**config.mk**
```make
export PLATFORM = sky130hd
export DESIGN_NAME = codec_intf
export DESIGN_NICKNAME = d
export VERILOG_FILES = /design/src/rtl/codec_intf.sv
export SDC_FILE = /design/constraint.sdc
export NUM_CORES = 1
export LEC_CHECK = 0
export ABC_AREA = 1
export BUFFER_PORTS_ARGS = -buffer_cell sky130_fd_sc_hd__buf_2
export CORE_ASPECT_RATIO = 1.75
export CORE_UTILIZATION = 30
export CTS_BUF_LIST = sky130_fd_sc_hd__clkbuf_8
export DETAILED_ROUTE_END_ITERATION = 16
export PLACE_DENSITY = 0.56
export SYNTH_ARGS = -nofsm -noshare
export SYNTH_HDL_FRONTEND = slang
export SYNTH_SLANG_ARGS = --single-unit
export TNS_END_PERCENT = 5
```
**constraint.sdc**
```tcl
create_clock -name clk -period 1.8 [get_ports clk]
set_input_delay 0.09 -clock clk [delete_from_list [all_inputs] [get_ports clk]]
set_output_delay 0.09 -clock clk [all_outputs]
set_load 0.01 [all_outputs]
```
**src/rtl/codec_intf.sv**
```systemverilog
// I2S codec bridge: derives MCLK/SCLK/LRCLK from one free-running counter,
// serialises the core's stereo pair to the DAC and deserialises the ADC stream.
module codec_intf (
  input  logic        clk,
  input  logic        rst_n,
  input  logic [15:0] lft_in,
  input  logic [15:0] rht_in,
  input  logic        SDout,
  output logic [15:0] lft_out,
  output logic [15:0] rht_out,
  output logic        valid,
  output logic        MCLK,
  output logic        SCLK,
  output logic        LRCLK,
  output logic        SDin,
  output logic        RSTn
);

  localparam logic [9:0] CNT_CAPTURE = 10'h010;
  localparam logic [9:0] CNT_LOAD    = 10'h01F;
  localparam logic [9:0] CNT_LAST    = 10'h3FF;
  localparam logic [1:0] FRM_READY   = 2'd2;

  logic [9:0]  clk_cnt;
  logic [31:0] rx;
  logic [31:0] tx;
  logic [1:0]  frm_cnt;

  logic sclk_rise;
  logic sclk_fall;
  logic at_capture;
  logic at_load;
  logic at_last;

  assign sclk_rise  = (clk_cnt[4:0] == 5'h0F);
  assign sclk_fall  = (clk_cnt[4:0] == 5'h1F);
  assign at_capture = (clk_cnt == CNT_CAPTURE);
  assign at_load    = (clk_cnt == CNT_LOAD);
  assign at_last    = (clk_cnt == CNT_LAST);

  // Codec clocks come straight from counter flops so they never glitch.
  assign MCLK  = clk_cnt[1];
  assign SCLK  = clk_cnt[4];
  assign LRCLK = clk_cnt[9];
  assign SDin  = tx[31];

  always_ff @(posedge clk or negedge rst_n) begin
    if (!rst_n) begin
      clk_cnt <= '0;
    end else begin
      clk_cnt <= clk_cnt + 10'd1;
    end
  end

  // Receive: sample mid-bit on SCLK rising, MSB first.
  always_ff @(posedge clk or negedge rst_n) begin
    if (!rst_n) begin
      rx <= '0;
    end else if (sclk_rise) begin
      rx <= {rx[30:0], SDout};
    end
  end

  // By the capture point the last bit (right LSB, slot 0) has just been sampled.
  always_ff @(posedge clk or negedge rst_n) begin
    if (!rst_n) begin
      lft_out <= '0;
      rht_out <= '0;
      valid   <= 1'b0;
    end else begin
      valid <= at_capture && (frm_cnt == FRM_READY);
      if (at_capture) begin
        lft_out <= rx[31:16];
        rht_out <= rx[15:0];
      end
    end
  end

  // Transmit: loading at the end of slot 0 gives the one-bit I2S delay.
  always_ff @(posedge clk or negedge rst_n) begin
    if (!rst_n) begin
      tx <= '0;
    end else if (at_load) begin
      tx <= {lft_in, rht_in};
    end else if (sclk_fall) begin
      tx <= {tx[30:0], 1'b0};
    end
  end

  // Startup: release the codec after one frame, then wait two more frames
  // before trusting captured samples.
  always_ff @(posedge clk or negedge rst_n) begin
    if (!rst_n) begin
      RSTn    <= 1'b0;
      frm_cnt <= '0;
    end else if (at_last) begin
      RSTn <= 1'b1;
      if (RSTn && (frm_cnt != FRM_READY)) begin
        frm_cnt <= frm_cnt + 2'd1;
      end
    end
  end

endmodule

```
# Yosys cells after proc, flatten, opt, wreduce, memory -nomap -nowiden
# Index checks and enable logic that the tools add are counted.
# classes
eq_ne	7
reduce_logical	4
n_mux	2
n_addsub	2
# op_table
op	n
$mux W32	2
$eq A10 B5 Y1 const B	2
$add A10 B1 Y10 const B	1
$eq A10 B10 Y1 const B	1
$eq A5 B4 Y1 const B	1
$eq A5 B5 Y1 const B	1
$add A2 B1 Y2 const B	1
$eq A2 B2 Y1 const B	1
$logic_and A1 B1 Y1	2
$ne A2 B2 Y1 const B	1
$reduce_and A2 Y1	1
$reduce_bool A2 Y1	1
# totals
elab_cells	23
in_bits	35
output_inout_bits	38
ff_bits	110

# Depth between registers and ports, before layout
# Gate-level depths: netlist (run 1).
# depth
depth_word	3
depth_mapped	9
mapped_depth_nobuf	8

# Worst setup path after synthesis (run 1)
# No wires, ideal clock.
# synth_timing
path_type	flip-flop to flip-flop
from	register clk_cnt[1]
to	register rx[16]
setup_time_ns	0.077
arrival_time_ns	1.644
path_stages_with_launch	9
period_less_slack_ns	1.721
path_buffers	2
t_required_ns	1.723
slack_ns	0.079
path_cell_list	dfrtp_1 ha_1 nand3_2 inv_1 ha_1 clkbuf_1 clkbuf_1 nor2_1 a21oi_1
# synth_between
elab_chain_len	1
# synth_rtl
item	line_no	text
start: declaration	24	logic [9:0] clk_cnt;
start signal: assignment	51	clk_cnt <= clk_cnt + 10'd1;
$eq A5 B4 Y1	35	assign sclk_rise = (clk_cnt[4:0] == 5'h0F);
end signal: assignment	60	rx <= {rx[30:0], SDout};
end: declaration	25	logic [31:0] rx;
# Every way passes these cells.
# A chain may end at the register's enable or synchronous reset.

# Final worst setup path (run 1)
# layout_timing
from	register clk_cnt[4]
to	register tx[29]
# layout_between
elab_chain_len	2
word_cells_on_any_way	4
cone_classes	eq/ne (2); mux (1); reduce/logical (1)
# layout_rtl
item	line_no	text
$eq A10 B5 Y1 / $eq A5 B5 Y1 (equally long branches)	38, 36	
$mux W32 / $reduce_bool A2 Y1 (equally long branches)	n/a	
end signal: assignment	84	tx <= {lft_in, rht_in};
end signal: assignment	86	tx <= {tx[30:0], 1'b0};
end: declaration	26	logic [31:0] tx;
# Several ways; a longest one is shown, not always the timed one.

==> metrics, run 1 <==
Crit Path Class reg -> reg; clock skew between 0.01 and 0.015 ns; routed vias 4022; n_diodes 0; Max Buffers Root-to-Sink 2; Unique masters post-synth 19; max incr delay on CP 0.50 ns; die footprint approximately 17000 sq um; syn_nets roughly 650; Synthesis Warnings 0; status completed; slew of the pin with the lowest slew margin 0.553 ns; Synth Area in XOR/XNOR 0.884%; clk slew on worst S/H paths 0.11 ns; sequential share of the synthesized area roughly 56%; Root Driver clkbuf_8; share of cells above drive strength 1 about 17%; Multi-input gate area around 1800 sq um; Synth Area in Adders 1.26%; Max Cap Viol 0; Die Y about 170 microns; final worst path period need between 1.5 and 2 ns; core area 16000 sq um; final core utilization 37.4%; CP Data Arrival Time around 1.9 ns; Final Max Slew Viols 0; Syn Area/Cell 8.15 sq um; worst skew pair latency 0.38 ns; dpl hpwl between 7 and 8 mm; TritonCTS clock tree built; Pre-antenna DRT Iters 4; Filler cells 1712; largest family of logic cells by synthesized area simple AND/OR/NAND/NOR gates; Post-CTS Setup Inserts 0; slew margin rel. 63.1%; First DRT Iteration DRCs ~150; drt drc 0; all-layer global routing usage between 10% and 20%; Crit. End Element flip-flop; number of global-route vias before repair 4079; Synth top area share between 50% and 60%; #FFs+latches synth 110; Crit-path slowest cell dfrtp_1; VDD IR max 0.314 mV; Sum Neg Setup Slack 0 ns; CP bufs+invs 1; htree depth 3; Chip Width a little under 100 microns; CP delay by family, top simple AND/OR/NAND/NOR gates; synthesis-to-finish area growth 21.1%; most frequent cells in the layout nand2_1 (224), dfrtp_1 (110), nand3_1 (101); routed len/inst 12.6 microns; IO buf count 72; gpl congestion 0.744; largest net degree at the start of global routing 64; RSZ-0062 raised after global routing false; synthesized cell area 4950 sq um; Pwr Density 721 nW/um^2; CP required ~2.1 ns; initial antenna violation count 0; Achievable Freq 619 MHz; Leakage approximately 3.4 nW; most common cell after layout, fill and taps aside nand2_1; row cnt between 60 and 70; global-route wire length before repair around 19 mm; most frequent CP cell nand2_1; Startpoint Class flip-flop; crit path cell chain nand2_1 > nor2_4 > nand2_2 > buf_12 > nand3_1 > nand2_1; crit-path max FO 63; final hold viol count 0; Overflow after GRT 0; final WL between 10 and 15 mm; simple-gate area share of the yosys netlist ~30%; CTS Buf Count 9; DR vias/cell between 4 and 5; CTS Sinks 110; Post-Syn Instances 608; Starting Density 30.9%; io pins 73; post-synthesis compound-gate area fraction approximately 3.0%; Min-Delay Path Class in -> reg; FF+latch area between 2000 and 3000 sq um; Final period util between 80% and 90%; Routed Antenna Nets 0; mux cell area share after synthesis less than 1%; Final nets between 700 and 800; leading post-synthesis cells by cell area dfrtp_1 (56%), nand2_1 (17%), nand3_1 (10%); Yosys top cell by area dfrtp_1; Final setup viols 0
-- power by group --
part / internal, mW / total, mW / leakage [nW] / switching (mW)
Sequential: 2.51 / 2.53 / 1.43 / 0.0209
Clock: 0.710 / 1.62 / 0.110 / 0.906
Combinational: 0.0847 / 0.178 / 1.82 / 0.0933
-- cell type report --
cell class                 instances  area share, %
inverter                          65           4.07
timing repair buffer             107           12.7
multi-input combinational        398           29.8
tap                              189           3.94
clock inverter                     6           1.31
clock buffer                      10           2.29
sequential                       110           45.9
-- per-layer routing --
layer / track usage (%) / vias to the layer above / wire, microns
met5: 0 / - / 0
met4: 4.80 / 0 / 152
met3: 2.59 / 10 / 448
met2: 25.5 / 65 / 5690
met1: 16.2 / 1902 / 4900
li1: - / 2045 / -
-- timing repair --
| item | in CTS | in global routing |
|---|---|---|
| hold endpoints to repair | 49 | 0 |
| resized for setup | 0 | 1 |
| hold buffers | 14 | 0 |
| setup endpoints to repair | 0 | 5 |
-- synth_stat cells --
library cell	n
nor2_4	1
xor2_1	5
nor2_1	22
nand3_1	101
nand2_1	224
nor2_2	2
buf_2	13
nand2_2	1
o21ai_0	15
mux2_2	2
dfrtp_1	110
buf_6	3
inv_1	65
nand3_2	1
clkbuf_1	15
ha_1	5
nand4_1	4
buf_4	4
a21oi_1	15
-- worst paths after layout --
path / start / to / slack (ns) / cells after the start
worst min register to register: lft_out[14]$_DFFE_PN0N_ / lft_out[14]$_DFFE_PN0N_ / 0.47 / 2
worst max register to register: clk_cnt[4]$_DFF_PN0_ / tx[29]$_DFFE_PN0P_ / 0.18 / 6
max in group asynchronous: rst_n / lft_out[14]$_DFFE_PN0N_ / 0.98 / 3
min in group asynchronous: rst_n / tx[7]$_DFFE_PN0P_ / 0.24 / 2
worst min-delay path: lft_in[1] / tx[17]$_DFFE_PN0P_ / 0.01 / 5
worst max-delay path: clk_cnt[4]$_DFF_PN0_ / tx[29]$_DFFE_PN0P_ / 0.18 / 6
-- tightest hold or removal path: cells and delay by family --
family | cells | cell delay [ns]
buffers and inverters | 2 | 0.10
and+or+nand+nor | 3 | 0.18
-- kinds of logic after synthesis --
kind of cell,Yosys count
AND/OR/NAND/NOR,356
flip-flops,110
buffers and inverters,100
AO/OA/AOI/OAI,30
XOR/XNOR,5
adder cells (fa/ha/maj),5
multiplexers,2
-- state kept, by name (all words and copies together), names as in the netlist --
signal and cells:
RSTn 1, rht_out 16, tx 32, lft_out 16
valid 1, rx 32, frm_cnt 2, clk_cnt 10
-- per-stage QoR --
| stage | setup WS (ns) | instances | power, mW | area, sq um | hold slack (ns) |
|---|---|---|---|---|---|
| 3_5_place_dp | 0.165 | 855 | 2.74 | 5630 | 0.115 |
| 3_3_place_gp | 0.204 | 855 | 2.74 | 5630 | 0.118 |
| 5_1_grt | 0.0136 | 885 | 4.53 | 6000 | 0.0206 |
| 6_report | 0.183 | 885 | 4.32 | 6000 | 0.0102 |
| 4_1_cts | 0.135 | 885 | 4.39 | 5990 | 0.000631 |
| 2_1_floorplan | 0.0787 | 608 | 2.62 | 4950 | -0.206 |
(Power assumes the default switching activity.)
==> run 2, diff against run 1 <==
--- a/config.mk
+++ b/config.mk
@@ -5,13 +5,13 @@
 export SDC_FILE = /design/constraint.sdc
 export NUM_CORES = 1
 export LEC_CHECK = 0
-export ABC_AREA = 1
+export ABC_CLOCK_PERIOD_IN_PS = 1800
 export BUFFER_PORTS_ARGS = -buffer_cell sky130_fd_sc_hd__buf_2
 export CORE_ASPECT_RATIO = 1.75
-export CORE_UTILIZATION = 30
+export CORE_UTILIZATION = 25
 export CTS_BUF_LIST = sky130_fd_sc_hd__clkbuf_8
 export DETAILED_ROUTE_END_ITERATION = 16
-export PLACE_DENSITY = 0.56
+export PLACE_DENSITY = 0.51
 export SYNTH_ARGS = -nofsm -noshare
 export SYNTH_HDL_FRONTEND = slang
 export SYNTH_SLANG_ARGS = --single-unit
==> run 2 against run 1 <==
The run now ends with negative setup slack left. Hold slack improved by 0.18 ns. Total power fell by 3.6%. Sequential share of layout area down 0.97 points.
==> metrics, run 2 <==
VDD IR max 0.277 mV (was 0.314 mV); clk slew on worst S/H paths 0.11 ns (about the same); Final period util 102% (was 89.8%); Crit-path slowest cell dfrtp_1 (unchanged); final WL 9.37 mm (was 11.2 mm); final setup margin -0.0407 ns (was 0.183 ns); leading post-synthesis cells by cell area dfrtp_1 (60%), mux2_2 (30%), ha_1 (1.4%) (was dfrtp_1 (56%), nand2_1 (17%), nand3_1 (10%)); Pwr Density 680 nW/um^2 (was 721 nW/um^2); Syn Area/Cell 15.5 sq um (was 8.15 sq um); largest net degree at the start of global routing 51 (was 64); routed vias 2753 (was 4022); Achievable Freq 543 MHz (was 619 MHz); Final Max Slew Viols 0 (unchanged); Filler cells 1779 (was 1712); Yosys top cell by area dfrtp_1 (unchanged); most common cell after layout, fill and taps aside dfrtp_1 (was nand2_1); simple-gate area share of the yosys netlist 3.07% (was 30.2%); global-route wire length before repair 14.7 mm (was 19.0 mm); Die Y 181 microns (was 172 microns); max incr delay on CP 0.40 ns (was 0.50 ns); CTS Sinks 110 (unchanged); DR vias/cell 4.22 (was 4.54); die footprint 18800 sq um (was 17100 sq um); Inst Count DP 600 (was 855); crit path cell chain ha_4 > and3_4 > ha_4 > clkbuf_16 > mux2_2 > mux2_2 (was nand2_1 > nor2_4 > nand2_2 > buf_12 > nand3_1 > nand2_1); final worst path period need 1.84 ns (was 1.62 ns); Starting Density 25.4% (was 30.9%); htree depth 3 (unchanged); io pins 73 (unchanged); n_diodes 0 (unchanged); synthesis-to-finish area growth 34.4% (was 21.1%); CTS Buf Count 9 (unchanged); share of cells above drive strength 1 57.3% (was 16.8%); routed len/inst 14.4 microns (was 12.6 microns); Synth Flop Type dfrtp_1 (unchanged); most frequent cell after synthesis mux2_2 (was nand2_1); Final Cell Area 6130 sq um (was 6000 sq um); most frequent cells in the layout dfrtp_1 (109), mux2_2 (88), buf_2 (71) (was nand2_1 (224), dfrtp_1 (110), nand3_1 (101)); initial antenna violation count 0 (unchanged); Crit Path Class reg -> reg (unchanged); FF-to-FF End tx[15]$_DFFE_PN0P_ (was tx[29]$_DFFE_PN0P_); CP Data Arrival Time 2.10 ns (was 1.88 ns); R2R depth 6 (unchanged); Layout Cells excl Fill 653 (was 885); dpl hpwl 5.96 mm (was 7.65 mm); Crit. End Element flip-flop (unchanged); Max Cap Viol 0 (unchanged); CP required 2.05 ns (was 2.06 ns); Synth Area in XOR/XNOR 1.54% (was 0.884%); all-layer global routing usage 10.0% (was 13.9%); worst r2r src clk_cnt[0]$_DFF_PN0_ (was clk_cnt[4]$_DFF_PN0_); #FFs+latches synth 110 (unchanged); final hold viol count 0 (unchanged); gpl congestion 0.673 (was 0.744); mux cell area share after synthesis 31.6% (was 0.455%); drt drc 0 (unchanged); Startpoint Class flip-flop (unchanged); row cnt 65 (was 61); flop-to-flop setup slack -0.04 ns (was 0.18 ns); slew of the pin with the lowest slew margin 0.415 ns (was 0.553 ns); IO buf count 72 (unchanged); Largest regs rx: 32 flops, tx: 32 flops (unchanged); Final setup viols 24 (was 0); crit-path max FO 8 (was 63); Overflow after GRT 0 (unchanged); Leakage 3.05 nW (was 3.36 nW); Pre-antenna DRT Iters 4 (unchanged); slew margin rel. 72.3% (was 63.1%); final core utilization 34.1% (was 37.4%); core area 18000 sq um (was 16000 sq um); Post-Syn Instances 294 (was 608); Root Driver clkbuf_8 (unchanged); synthesized cell area 4560 sq um (was 4950 sq um); Max Buffers Root-to-Sink 2 (unchanged); Hold WS 0.193 ns (was 0.0102 ns); RSZ-0062 raised after global routing true (was false); First DRT Iteration DRCs 55 (was 145); Synthesis Warnings 0 (unchanged); Min-Delay Path Class in -> async (was in -> reg); Final nets 455 (was 731); largest family of logic cells by synthesized area multiplexers (was simple AND/OR/NAND/NOR gates); status complete, but fails checks (was completed); clock skew 0.0175 ns (was 0.0147 ns); worst skew pair latency 0.37 ns (was 0.38 ns); Placement Cell Area 5370 sq um (was 5630 sq um); Synth async-reset ratio 100% (unchanged); Synth Area in Adders 1.37% (was 1.26%); Chip Width 104 microns (was 99.1 microns); Placement Setup Slack -0.0806 ns (was 0.165 ns); TritonCTS clock tree built (unchanged); EDFF count, synth 0 (unchanged); top cells by count, synth mux2_2 (123), dfrtp_1 (110), inv_1 (7), xnor2_1 (7) (was nand2_1 (224), dfrtp_1 (110), nand3_1 (101), inv_1 (65), nor2_1 (22)); post-synthesis compound-gate area fraction 0.192% (was 3.03%); Synth top area share 60.3% (was 55.6%); number of global-route vias before repair 2948 (was 4079); syn_nets 334 (was 648); Routed Antenna Nets 0 (unchanged); failing checks negative setup slack; sequential share of the synthesized area 60.3% (was 55.6%); Unique masters post-synth 21 (was 19)
[run 2: critical path, delay by kind of cell (launching register included)]
kind | cells | cell delay, ns
adder cells (fa/ha/maj) | 2 | 0.37
buffers and inverters | 1 | 0.19
flip-flops | 1 | 0.40
multiplexers | 2 | 0.58
AND/OR/NAND/NOR | 1 | 0.18
[run 2: worst max path at each step]
stage / slack, ns / start / end / cells past startpoint
after global placement: -0.05 / clk_cnt[0]$_DFF_PN0_ / tx[25]$_DFFE_PN0P_ / 6
after detailed placement: -0.08 / clk_cnt[0]$_DFF_PN0_ / tx[29]$_DFFE_PN0P_ / 6
final: -0.04 / clk_cnt[0]$_DFF_PN0_ / tx[15]$_DFFE_PN0P_ / 6
after CTS: -0.04 / clk_cnt[0]$_DFF_PN0_ / tx[29]$_DFFE_PN0P_ / 6
after floorplan: -0.12 / clk_cnt[0]$_DFF_PN0_ / tx[25]$_DFFE_PN0P_ / 7
after global routing: -0.09 / clk_cnt[0]$_DFF_PN0_ / tx[30]$_DFFE_PN0P_ / 6
[run 2: layer usage]
metal	wire length (microns)	share of wire, %	GRT usage [%]
met4	142	1.5	4.11
met1	3910	42	11.0
met2	5080	54	18.6
met5	0	0	0
met3	239	2.5	2.02
[run 2: what timing repair did]
item / CTS / global route
endpoints found under the hold margin: 67 / 0
setup endpoints to repair: 31 / 57
hold buffers: 34 / 0
resized for setup: 3 / 40
pin swaps: 0 / 1
buffers inserted: 1 / 0
gates cloned: 1 / 2
[run 2: area by class of cell]
| cell class | count | area [sq um] | share of cell area, % |
|---|---|---|---|
| clock buffer | 10 | 138 | 2.24 |
| clock inverter | 5 | 36.3 | 0.592 |
| timing repair buffer | 125 | 976 | 15.9 |
| tap | 234 | 293 | 4.77 |
| sequential | 110 | 2750 | 44.9 |
| multi-input combinational | 162 | 1910 | 31.2 |
| inverter | 7 | 26.3 | 0.428 |
[run 2: cell families after synthesis]
| logic type | Yosys count |
|---|---|
| flip-flops | 110 |
| XOR/XNOR | 8 |
| buffers and inverters | 22 |
| multiplexers | 128 |
| AO/OA/AOI/OAI | 1 |
| AND/OR/NAND/NOR | 20 |
| adder cells (fa/ha/maj) | 5 |
[run 2: power by group]
group,switching [mW],internal [mW]
Clock,0.842,0.538
Sequential,0.0224,2.51
Combinational,0.0938,0.164
[run 2: metrics by stage]
step / total power [mW] / TNS [ns]
floorplan: 2.64 / -5.25
finish: 4.17 / -0.561
detailed placement: 2.76 / -1.38
global route: 4.38 / -2.03
CTS: 4.24 / -0.239
global placement: 2.75 / -0.376
